`src/rtl/gate_pkg.sv`:
```
// gate_pkg
//   Shared constants for the gate-stage blocks and their benches.
//   No ports. Holds the default synchroniser depth, debounce window and
//   counter width, the short debounce window used in simulation, and a
//   helper that computes the terminal count of the debounce counter.
package gate_pkg;

  localparam int DEF_SYNC_STAGES     = 2;
  localparam int DEF_DEBOUNCE_CYCLES = 1000;
  localparam int DEF_CNT_W           = 16;

  // Short window so gate-stage benches do not spend thousands of cycles
  // waiting for each accepted level change.
  localparam int SIM_DEBOUNCE_CYCLES = 4;

  // The counter counts 0 .. cycles-1; reaching the last value means the
  // new level has persisted for the whole window.
  function automatic int debounce_last(input int cycles);
    return cycles - 1;
  endfunction

endpackage

```
`src/rtl/gate_in_debounce_ch.sv`:
```
// gate_in_debounce_ch
//   One debounced input channel: synchroniser chain, stability counter,
//   registered clean level and registered single-cycle edge pulses.
// Ports:
//   clk      in   rising-edge system clock
//   rst_n    in   asynchronous active-low reset
//   raw_in   in   raw asynchronous, possibly bouncy level
//   level    out  debounced level
//   rise     out  one-cycle pulse in the cycle level first reads 1
//   fall     out  one-cycle pulse in the cycle level first reads 0
//   settled  out  synchronised input equals level and no count pending
module gate_in_debounce_ch
  import gate_pkg::*;
#(
  parameter int SYNC_STAGES     = DEF_SYNC_STAGES,
  parameter int DEBOUNCE_CYCLES = DEF_DEBOUNCE_CYCLES,
  parameter int CNT_W           = DEF_CNT_W
) (
  input  logic clk,
  input  logic rst_n,
  input  logic raw_in,
  output logic level,
  output logic rise,
  output logic fall,
  output logic settled
);

  localparam logic [CNT_W-1:0] CNT_LAST = CNT_W'(debounce_last(DEBOUNCE_CYCLES));

  logic [SYNC_STAGES-1:0] sync_q, sync_d;
  logic [CNT_W-1:0]       cnt_q, cnt_d;
  logic                   level_q, level_d;
  logic                   rise_q, rise_d;
  logic                   fall_q, fall_d;
  logic                   sync_s;
  logic                   mismatch;

  assign sync_s   = sync_q[SYNC_STAGES-1];
  assign mismatch = (sync_s != level_q);

  // The counter only runs while the synchronised input disagrees with the
  // accepted level; any agreement (including a bounce back) restarts the
  // window from zero. Hitting the terminal count accepts the new level and
  // clears the counter, so it can never wrap.
  always_comb begin
    sync_d  = {sync_q[SYNC_STAGES-2:0], raw_in};
    cnt_d   = '0;
    level_d = level_q;
    rise_d  = 1'b0;
    fall_d  = 1'b0;
    if (mismatch) begin
      if (cnt_q == CNT_LAST) begin
        level_d = sync_s;
        rise_d  = sync_s;
        fall_d  = ~sync_s;
      end else begin
        cnt_d = cnt_q + CNT_W'(1);
      end
    end
  end

  always_ff @(posedge clk or negedge rst_n) begin
    if (!rst_n) begin
      sync_q  <= '0;
      cnt_q   <= '0;
      level_q <= 1'b0;
      rise_q  <= 1'b0;
      fall_q  <= 1'b0;
    end else begin
      sync_q  <= sync_d;
      cnt_q   <= cnt_d;
      level_q <= level_d;
      rise_q  <= rise_d;
      fall_q  <= fall_d;
    end
  end

  assign level   = level_q;
  assign rise    = rise_q;
  assign fall    = fall_q;
  assign settled = ~mismatch & (cnt_q == '0);

endmodule

```
`src/rtl/gate_in_debounce.sv`:
```
// gate_in_debounce
//   Two-channel input conditioner feeding the a/b inputs of a 2-input gate.
//   Each raw pin is synchronised and debounced independently; stable tells
//   downstream checkers when the gate output is meaningful.
// Ports:
//   clk            in   rising-edge system clock
//   rst_n          in   asynchronous active-low reset
//   a_raw, b_raw   in   raw asynchronous levels
//   a, b           out  debounced levels for the gate inputs
//   a_rise/a_fall  out  one-cycle edge pulses for channel A
//   b_rise/b_fall  out  one-cycle edge pulses for channel B
//   stable         out  both channels settled (reads 1 during reset)
module gate_in_debounce
  import gate_pkg::*;
#(
  parameter int SYNC_STAGES     = DEF_SYNC_STAGES,
  parameter int DEBOUNCE_CYCLES = DEF_DEBOUNCE_CYCLES,
  parameter int CNT_W           = DEF_CNT_W
) (
  input  logic clk,
  input  logic rst_n,
  input  logic a_raw,
  input  logic b_raw,
  output logic a,
  output logic b,
  output logic a_rise,
  output logic a_fall,
  output logic b_rise,
  output logic b_fall,
  output logic stable
);

  logic a_settled;
  logic b_settled;

  gate_in_debounce_ch #(
    .SYNC_STAGES    (SYNC_STAGES),
    .DEBOUNCE_CYCLES(DEBOUNCE_CYCLES),
    .CNT_W          (CNT_W)
  ) u_ch_a (
    .clk    (clk),
    .rst_n  (rst_n),
    .raw_in (a_raw),
    .level  (a),
    .rise   (a_rise),
    .fall   (a_fall),
    .settled(a_settled)
  );

  gate_in_debounce_ch #(
    .SYNC_STAGES    (SYNC_STAGES),
    .DEBOUNCE_CYCLES(DEBOUNCE_CYCLES),
    .CNT_W          (CNT_W)
  ) u_ch_b (
    .clk    (clk),
    .rst_n  (rst_n),
    .raw_in (b_raw),
    .level  (b),
    .rise   (b_rise),
    .fall   (b_fall),
    .settled(b_settled)
  );

  assign stable = a_settled & b_settled;

endmodule

```
`config.mk`:
```
export PLATFORM = sky130hd
export DESIGN_NAME = gate_in_debounce
export DESIGN_NICKNAME = d
export VERILOG_FILES = /design/src/rtl/gate_pkg.sv /design/src/rtl/gate_in_debounce_ch.sv /design/src/rtl/gate_in_debounce.sv
export SDC_FILE = /design/constraint.sdc
export NUM_CORES = 1
export LEC_CHECK = 0
export BUFFER_PORTS_ARGS = -buffer_cell sky130_fd_sc_hd__buf_2
export CAP_MARGIN = 20
export CORE_MARGIN = 8
export CORE_UTILIZATION = 54
export CTS_CLUSTER_SIZE = 8
export DETAILED_ROUTE_END_ITERATION = 8
export HOLD_SLACK_MARGIN = 0.15
export PLACE_DENSITY = 0.8
export SLEW_MARGIN = 0
export SYNTH_ARGS = -nofsm -noshare
export SYNTH_HDL_FRONTEND = slang
export SYNTH_SLANG_ARGS = --single-unit
```
`constraint.sdc`:
```
create_clock -name clk -period 1.4 [get_ports clk]
set_input_delay 0.28 -clock clk [delete_from_list [all_inputs] [get_ports clk]]
set_output_delay 0.28 -clock clk [all_outputs]
set_load 0.01 [all_outputs]
```
==> metrics.txt, run 1 <==
Max Buffers Root-to-Sink=2; critical path arrival=1.80 ns; # DRC=0; vias in the first global route=2033; H-tree depth=2; fin crit share=1.483; CORE AREA=0.003606 mm2; antenna violations before repair=0; CP max stage delay=0.43 ns; EDFF count, synth=0; layout cells sized above 1=0.5192; CP Cell Sequence=inv_1 > ha_1 > nor4b_4 > nand4_1 > nor4_2 > buf_2; syn_nets=197; # port buffers=10; Initial DRC Count=305; pin count of the biggest net entering global routing=25; relative slew slack=0.6798; initial core utilization=0.5493; fmax=481.6 MHz; Final setup viols=39; IO Count=11; Layout Nets=267; hpwl dp=3339 um; First-pass DRT Iterations=5; CTS root buffer=clkbuf_8; post-synth cell types=25; total power per unit cell area=880.0 mW/mm2; CP Capture Type=output pin; average size of a mapped cell=10.48 um2; CP Class=reg -> out; Max-cap violations=0; Post-Syn Area=0.001981 mm2; Vias/cell=6.484; Main synth FF type=dfrtp_1; Async SR Flop Fraction=1.000; HP Class=reg -> reg; P_leak=0.001317 uW; area delta synth->final=57.42%; Syn Inst Count=189; total wire length=8341 um; CP startpoint kind=register; Critical Path RT=1.12 ns; VDD IR max=0.9009 mV; Syn. warnings=0; Routed Antenna Nets=0; first-pass GRT wire length=10840 um; PnR worst setup slack=-0.6764 ns; commonest cells after routing, fill and taps aside=buf_4, dfrtp_1, nor2_4, xnor2_1, nand4_1; critical path peak fanout=2; WHS=0.3828 ns; Crit-path slowest cell=dfrtp_1; final hold vios=0; RSZ-0062 raised after global routing=true; GRT Util Overall=0.2344; Die Wd=76.56 um; crit path buf inv count=2; Top delay family on crit path=simple AND/OR/NAND/NOR gates; FF+latch count, synth=42; post-DR wirelength/cell=27.08 um; max-slew violations=0; most common cell after layout, fill and taps aside=buf_4; CTS sink count=42; remaining global-route overflow=0; CTS tree=yes; Seq/Total Area, Yosys=0.5306; Die H=76.56 um; fillcell total=146; failing checks=setup timing; routability cong.=0.8622; Finished Core Util=0.8647; placed inst area=0.002464 mm2; ant diodes=0; post-route minimum period=2.076 ns; clock skew=0.01726 ns; actual slew at the worst max-slew pin=0.4803 ns; status=finished, violations left; Pwr Total=2744 uW; Clk pin slew, worst setup/hold paths=0.10 ns; Final Instance Area=0.003118 mm2; vias=1997; TritonCTS Buffers=5; full die area=0.005861 mm2; pre-CTS WS=-0.3887 ns; Clock Latency Late Sink=0.32 ns; Rows=22
## power breakdown
part / total [uW] / switching [uW] / internal [uW]
clock network: 1220 / 463 / 761
registers: 1260 / 28.8 / 1230
logic: 259 / 145 / 114
## final cells by class
class / instances / area, um2 / share of cell area
tap: 48 / 60.06 / 0.01926
timing repair buffer: 68 / 570.5 / 0.1830
clock inverter: 2 / 60.06 / 0.01926
multi-input combinational: 135 / 1265 / 0.4057
inverter: 7 / 26.28 / 0.008427
sequential: 42 / 1054 / 0.3379
clock buffer: 6 / 82.58 / 0.02648
## final timing paths
path,cells after the start,slack (ns),to,from
setup / recovery,6,-0.68,stable,u_ch_b.cnt_q[0]
hold reg to reg,0,0.38,u_ch_a.sync_q[1],u_ch_a.sync_q[0]
min in group asynchronous,2,0.45,u_ch_b.level,rst_n
max in group asynchronous,3,0.43,u_ch_a.cnt_q[1],rst_n
setup reg to reg,7,-0.48,u_ch_a.cnt_q[7],u_ch_a.cnt_q[0]
hold / removal,0,0.38,u_ch_a.sync_q[1],u_ch_a.sync_q[0]
## cells in the mapped netlist, types with 3 or more instances
cell | instances | area [um2]
and3_1 | 5 | 31.28
and4_1 | 3 | 26.28
dfrtp_1 | 42 | 1051
ha_1 | 4 | 50.05
inv_1 | 7 | 26.28
nand2_1 | 9 | 33.78
nand3_1 | 7 | 35.03
nand4_1 | 13 | 81.33
nor2_1 | 33 | 123.9
nor3_1 | 5 | 25.02
nor3b_1 | 4 | 30.03
nor4_1 | 13 | 81.33
xnor2_1 | 18 | 157.7
xor2_1 | 12 | 105.1
## metal layers
metal  GRT usage  routed length (um)  up-vias
li1            -                   -      796
met1      0.2906                3174      966
met2      0.3710                3836      181
met3     0.04599                 873       54
met4      0.1346                 457        0
met5           0                   0        -
## worst reg2reg max path, cell delays in order (launching register included)
cell and delay [ns]:
dfrtp_1 0.41, buf_6 0.14, buf_4 0.12, nand3_1 0.30, buf_4 0.27, nor3_1 0.30, xnor2_1 0.19, nor2_1 0.06
## stage by stage
stage,instances,TNS (ns)
CTS,305,-6.277
global route,308,-14.56
finish,308,-13.04
global placement,288,-3.619
floorplan,189,-0.5662
detailed placement,288,-7.102
## sequential cells by signal (all words and copies together) (netlist names)
register and count:
u_ch_b.fall 1, u_ch_b.cnt_q 16, u_ch_a.cnt_q 16, u_ch_b.sync_q 2, u_ch_b.level 1, u_ch_a.fall 1
u_ch_a.rise 1, u_ch_a.level 1, u_ch_b.rise 1, u_ch_a.sync_q 2
## cells by family (layout without fill, tap and decap cells)
kind of cell / after synthesis / in the layout / synth area share
xor+xnor: 30 / 30 / 0.1327
fa+ha+maj: 4 / 4 / 0.02527
buf+inv: 12 / 83 / 0.03158
flops: 42 / 42 / 0.5306
mux: 2 / 2 / 0.01137
simple gates: 99 / 99 / 0.2685
## repair_timing
action                                  4_1_cts  5_1_grt
pin swaps                                    10       36
gates resized for setup                      24       70
endpoints found under the hold margin        20        0
gates cloned                                  1        0
endpoints found under the setup margin       39       39
buffers inserted                              5        8
hold buffers                                  3        0
Power figures use the tool's default switching activity.
==> run 2: changes to the inputs <==
--- a/config.mk
+++ b/config.mk
@@ -13,6 +13,7 @@
 export DETAILED_ROUTE_END_ITERATION = 8
 export HOLD_SLACK_MARGIN = 0.15
 export PLACE_DENSITY = 0.8
+export SETUP_SLACK_MARGIN = 0.02
 export SLEW_MARGIN = 0
 export SYNTH_ARGS = -nofsm -noshare
 export SYNTH_HDL_FRONTEND = slang
==> metrics.txt, run 2 (same netlist as run 1, synthesis figures left out) <==
status=finished, violations left (unchanged); failing checks=setup timing (unchanged); Max-cap violations=0 (unchanged); CORE AREA=0.003606 mm2 (unchanged); HP Class=reg -> reg (unchanged); pin count of the biggest net entering global routing=43 (was 25); Die Wd=76.56 um (unchanged); # port buffers=10 (unchanged); vias in the first global route=2081 (was 2033); layout cells sized above 1=0.5075 (was 0.5192); CTS tree=yes (unchanged); post-DR wirelength/cell=27.40 um (was 27.08 um); Vias/cell=7.060 (was 6.484); final hold vios=0 (unchanged); VDD IR max=0.9305 mV (was 0.9009 mV); Clock Latency Late Sink=0.31 ns (was 0.32 ns); Top delay family on crit path=simple AND/OR/NAND/NOR gates (unchanged); Routed Antenna Nets=0 (unchanged); CTS sink count=42 (unchanged); fin crit share=1.546 (was 1.483); post-route minimum period=2.164 ns (was 2.076 ns); TritonCTS Buffers=5 (unchanged); clock skew=0.01618 ns (was 0.01726 ns); ant diodes=0 (unchanged); FF-to-FF setup slack=-0.57 ns (was -0.48 ns); vias=2231 (was 1997); CP max stage delay=0.40 ns (was 0.43 ns); fillcell total=140 (was 146); remaining global-route overflow=0 (unchanged); Final Instance Area=0.003078 mm2 (was 0.003118 mm2); actual slew at the worst max-slew pin=0.4558 ns (was 0.4803 ns); Pwr Total=2562 uW (was 2744 uW); max-slew violations=0 (unchanged); Crit-path slowest cell=dfrtp_1 (unchanged); most common cell after layout, fill and taps aside=buf_4 (unchanged); RSZ-0062 raised after global routing=true (unchanged); fmax=462.1 MHz (was 481.6 MHz); Largest regs=u_ch_a.cnt_q x16, u_ch_b.cnt_q x16 (unchanged); Critical Path RT=1.12 ns (about the same); IO Count=11 (unchanged); Final setup viols=39 (unchanged); routability cong.=0.8057 (was 0.8622); P_leak=0.001358 uW (was 0.001317 uW); # DRC=0 (unchanged); First-pass DRT Iterations=6 (was 5); placed inst area=0.002491 mm2 (was 0.002464 mm2); area delta synth->final=55.40% (was 57.42%); relative slew slack=0.6938 (was 0.6798); hpwl dp=3284 um (was 3339 um); antenna violations before repair=0 (unchanged); Die H=76.56 um (unchanged); commonest cells after routing, fill and taps aside=buf_4, dfrtp_1, xnor2_1, nor2_1, nand4_1 (was buf_4, dfrtp_1, nor2_4, xnor2_1, nand4_1); total wire length=8658 um (was 8341 um); Initial DRC Count=441 (was 305); H-tree depth=2 (unchanged); GRT Util Overall=0.2433 (was 0.2344); CTS root buffer=clkbuf_8 (unchanged); CP startpoint kind=register (unchanged); Max Buffers Root-to-Sink=2 (unchanged); Rows=22 (unchanged); total power per unit cell area=832.4 mW/mm2 (was 880.0 mW/mm2); PnR worst setup slack=-0.7641 ns (was -0.6764 ns); full die area=0.005861 mm2 (unchanged); first-pass GRT wire length=11140 um (was 10840 um); critical path arrival=1.88 ns (was 1.80 ns); CP Capture Type=output pin (unchanged); CP Cell Sequence=inv_1 > ha_1 > nor4b_4 > nand4_1 > nor4_2 > buf_2 (unchanged); critical path peak fanout=3 (was 2); final setup TNS=-16.89 ns (was -13.04 ns); crit path buf inv count=2 (unchanged); CP Class=reg -> out (unchanged); Layout Nets=276 (was 267); Clk pin slew, worst setup/hold paths=0.09 ns (was 0.10 ns); initial core utilization=0.5493 (unchanged)
run 2: changes by cell type in the layout (fill, tap and decap cells not counted), sizes merged:
cell / before / now
buf: 65 / 72
clkbuf: 6 / 8
bufinv: 2 / 1
run 2: area by class of cell:
type	count	area (um2)	share of cell area
tap	48	60.06	0.01951
clock inverter	1	30.03	0.009756
timing repair buffer	77	646.9	0.2102
sequential	42	1051	0.3415
multi-input combinational	135	1181	0.3837
clock buffer	6	82.58	0.02683
inverter	7	26.28	0.008537
run 2: path summary, 6_finish.rpt:
path | from | cells after the start | end
max reg2reg | u_ch_b.cnt_q[1] | 9 | u_ch_b.level
max | u_ch_a.cnt_q[0] | 6 | stable
max in group asynchronous | rst_n | 3 | u_ch_b.cnt_q[11]
min in group asynchronous | rst_n | 3 | u_ch_a.cnt_q[15]
min reg2reg | u_ch_b.sync_q[0] | 0 | u_ch_b.sync_q[1]
min | u_ch_b.sync_q[0] | 0 | u_ch_b.sync_q[1]
run 2: power by group:
group	switching (uW)	leakage, uW	internal (uW)
clock network	452	0.0000573	572
registers	24.3	0.000573	1230
logic	145	0.000728	137
run 2: timing repair:
| item | in CTS | in global routing |
|---|---|---|
| endpoints found under the hold margin | 44 | 0 |
| pin swaps | 14 | 14 |
| endpoints found under the setup margin | 39 | 39 |
| gates cloned | 2 | 0 |
| resized for setup | 27 | 43 |
| buffers inserted | 8 | 7 |
| hold buffers | 3 | 0 |
run 2: routing by layer:
layer / GRT usage / vias up / part of all wire
met5: 0 / - / 0
met3: 0.06958 / 98 / 0.13
met4: 0.1692 / 0 / 0.095
met2: 0.3830 / 252 / 0.43
li1: - / 814 / -
met1: 0.2790 / 1067 / 0.34
run 2: per-stage QoR:
step | util | setup slack [ns] | instances | hold WS, ns
finish | 0.8536 | -0.7641 | 316 | 0.3693
global route | 0.8536 | -0.8282 | 316 | 0.3697
CTS | 0.7942 | -0.6709 | 310 | 0.3676
detailed placement | 0.6908 | -0.4310 | 290 | 0.2682
global placement | 0.6908 | -0.1969 | 290 | 0.2690
floorplan | - | -0.1573 | 189 | -0.01559
run 2: worst reg2reg max path, stage by stage, from the launching register on:
cell and delay (ns):
dfrtp_1 0.39, buf_4 0.12, buf_6 0.08, buf_6 0.08, buf_6 0.09, ha_4 0.14, and4_4 0.22, nand4_1 0.21
buf_4 0.23, mux2_4 0.29
==> run 3: changes to the inputs <==
--- a/config.mk
+++ b/config.mk
@@ -7,6 +7,7 @@
 export LEC_CHECK = 0
 export BUFFER_PORTS_ARGS = -buffer_cell sky130_fd_sc_hd__buf_2
 export CAP_MARGIN = 20
+export CORE_ASPECT_RATIO = 1.5
 export CORE_MARGIN = 8
 export CORE_UTILIZATION = 54
 export CTS_CLUSTER_SIZE = 8
==> metrics.txt, run 3 (same netlist as run 1, synthesis figures left out) <==
GRT Util Overall=0.2303 (was 0.2433); antenna violations before repair=0 (unchanged); remaining global-route overflow=0 (unchanged); hpwl dp=3429 um (was 3284 um); CP Cell Sequence=inv_1 > ha_1 > nor4b_4 > nand4_1 > nor4_2 > buf_2 (unchanged); Critical Path RT=1.12 ns (about the same); VDD IR max=0.8948 mV (was 0.9305 mV); post-route minimum period=2.057 ns (was 2.164 ns); fmax=486.1 MHz (was 462.1 MHz); H-tree depth=2 (unchanged); PnR worst setup slack=-0.6573 ns (was -0.7641 ns); crit path buf inv count=2 (unchanged); commonest cells after routing, fill and taps aside=buf_4, dfrtp_1, xnor2_1, nor2_2 (was buf_4, dfrtp_1, xnor2_1, nor2_1, nand4_1); # port buffers=10 (unchanged); First-pass DRT Iterations=4 (was 6); Top delay family on crit path=simple AND/OR/NAND/NOR gates (unchanged); CP Class=reg -> out (unchanged); Layout Nets=275 (was 276); max-slew violations=0 (unchanged); Clk pin slew, worst setup/hold paths=0.08 ns (was 0.09 ns); Rows=27 (was 22); full die area=0.005902 mm2 (was 0.005861 mm2); CP Capture Type=output pin (unchanged); Final setup viols=39 (unchanged); area delta synth->final=55.91% (was 55.40%); HP Class=reg -> reg (unchanged); Routed Antenna Nets=0 (unchanged); Initial DRC Count=299 (was 441); Max Buffers Root-to-Sink=2 (unchanged); CTS sink count=42 (unchanged); CTS tree=yes (unchanged); vias in the first global route=2030 (was 2081); CP startpoint kind=register (unchanged); P_leak=0.001396 uW (was 0.001358 uW); critical path peak fanout=3 (unchanged); routability cong.=0.8668 (was 0.8057); ant diodes=0 (unchanged); RSZ-0062 raised after global routing=true (unchanged); Vias/cell=6.423 (was 7.060); Crit-path slowest cell=dfrtp_1 (unchanged); failing checks=setup timing (unchanged); IO Count=11 (unchanged); CTS root buffer=clkbuf_8 (unchanged); Pwr Total=2530 uW (was 2562 uW); total wire length=7940 um (was 8658 um); placed inst area=0.002510 mm2 (was 0.002491 mm2); final hold vios=0 (unchanged); Clock Latency Late Sink=0.31 ns (about the same); total power per unit cell area=819.3 mW/mm2 (was 832.4 mW/mm2); vias=1991 (was 2231); CP max stage delay=0.44 ns (was 0.40 ns); # DRC=0 (unchanged); Max-cap violations=0 (unchanged); Largest regs=u_ch_a.cnt_q x16, u_ch_b.cnt_q x16 (unchanged); CORE AREA=0.003581 mm2 (was 0.003606 mm2); Final Instance Area=0.003088 mm2 (was 0.003078 mm2); clock skew=0.009723 ns (was 0.01618 ns); Die H=90.18 um (was 76.56 um); Die Wd=65.45 um (was 76.56 um); initial core utilization=0.5531 (was 0.5493); actual slew at the worst max-slew pin=0.4913 ns (was 0.4558 ns); layout cells sized above 1=0.5131 (was 0.5075); critical path arrival=1.78 ns (was 1.88 ns); TritonCTS Buffers=5 (unchanged); fin crit share=1.469 (was 1.546); first-pass GRT wire length=10470 um (was 11140 um); relative slew slack=0.6714 (was 0.6938); pin count of the biggest net entering global routing=43 (unchanged); most common cell after layout, fill and taps aside=buf_4 (unchanged); status=finished, violations left (unchanged); post-DR wirelength/cell=25.61 um (was 27.40 um)
## run 3: layer usage
metal / track usage / wire length [um]
met2: 0.4106 / 4173
met3: 0.04845 / 501
met5: 0 / 0
met4: 0.1389 / 516
met1: 0.2315 / 2749
## run 3: final timing paths
kind                                  startpoint          endpoint  slack (ns)  depth (start not counted)
worst max-delay path             u_ch_a.cnt_q[0]            stable       -0.66                          6
worst min-delay path            u_ch_a.sync_q[0]  u_ch_a.sync_q[1]        0.36                          0
worst max register to register   u_ch_b.cnt_q[0]       u_ch_b.fall       -0.39                          8
worst min register to register  u_ch_a.sync_q[0]  u_ch_a.sync_q[1]        0.36                          0
max in group asynchronous                  rst_n   u_ch_b.cnt_q[2]        0.67                          3
min in group asynchronous                  rst_n  u_ch_b.cnt_q[13]        0.51                          3
## run 3: area by class of cell
type,count,area [um2]
Clock buffer,6,82.58
Timing Repair Buffer,76,651.9
Tap cell,43,53.80
Sequential cell,42,1054
Fill cell,154,493.0
Inverter,7,26.28
Multi-Input combinational cell,135,1190
Clock inverter,1,30.03
## run 3: timing repair
action | in CTS | in global routing
gates cloned | 1 | 0
resized for setup | 50 | 27
hold endpoints to repair | 44 | 0
hold buffers | 3 | 0
pin swaps | 19 | 4
endpoints found under the setup margin | 38 | 39
setup buffers | 4 | 6
## run 3: power breakdown
part	internal, uW	switching [uW]
Combinational	123	129
Sequential	1230	25.9
Clock	571	448
## run 3: per-stage QoR
stage                     setup TNS [ns]  setup WS [ns]  instances  hold slack (ns)  utilization
after floorplan                  -0.5662        -0.1573        189         -0.01559            -
after global placement            -3.045        -0.1899        290           0.2690       0.7009
after detailed placement          -4.909        -0.3087        290           0.2800       0.7009
after CTS                         -3.996        -0.5475        304           0.3644       0.8131
after global routing              -13.16        -0.7261        310           0.3714       0.8623
final                             -10.83        -0.6573        310           0.3606       0.8623
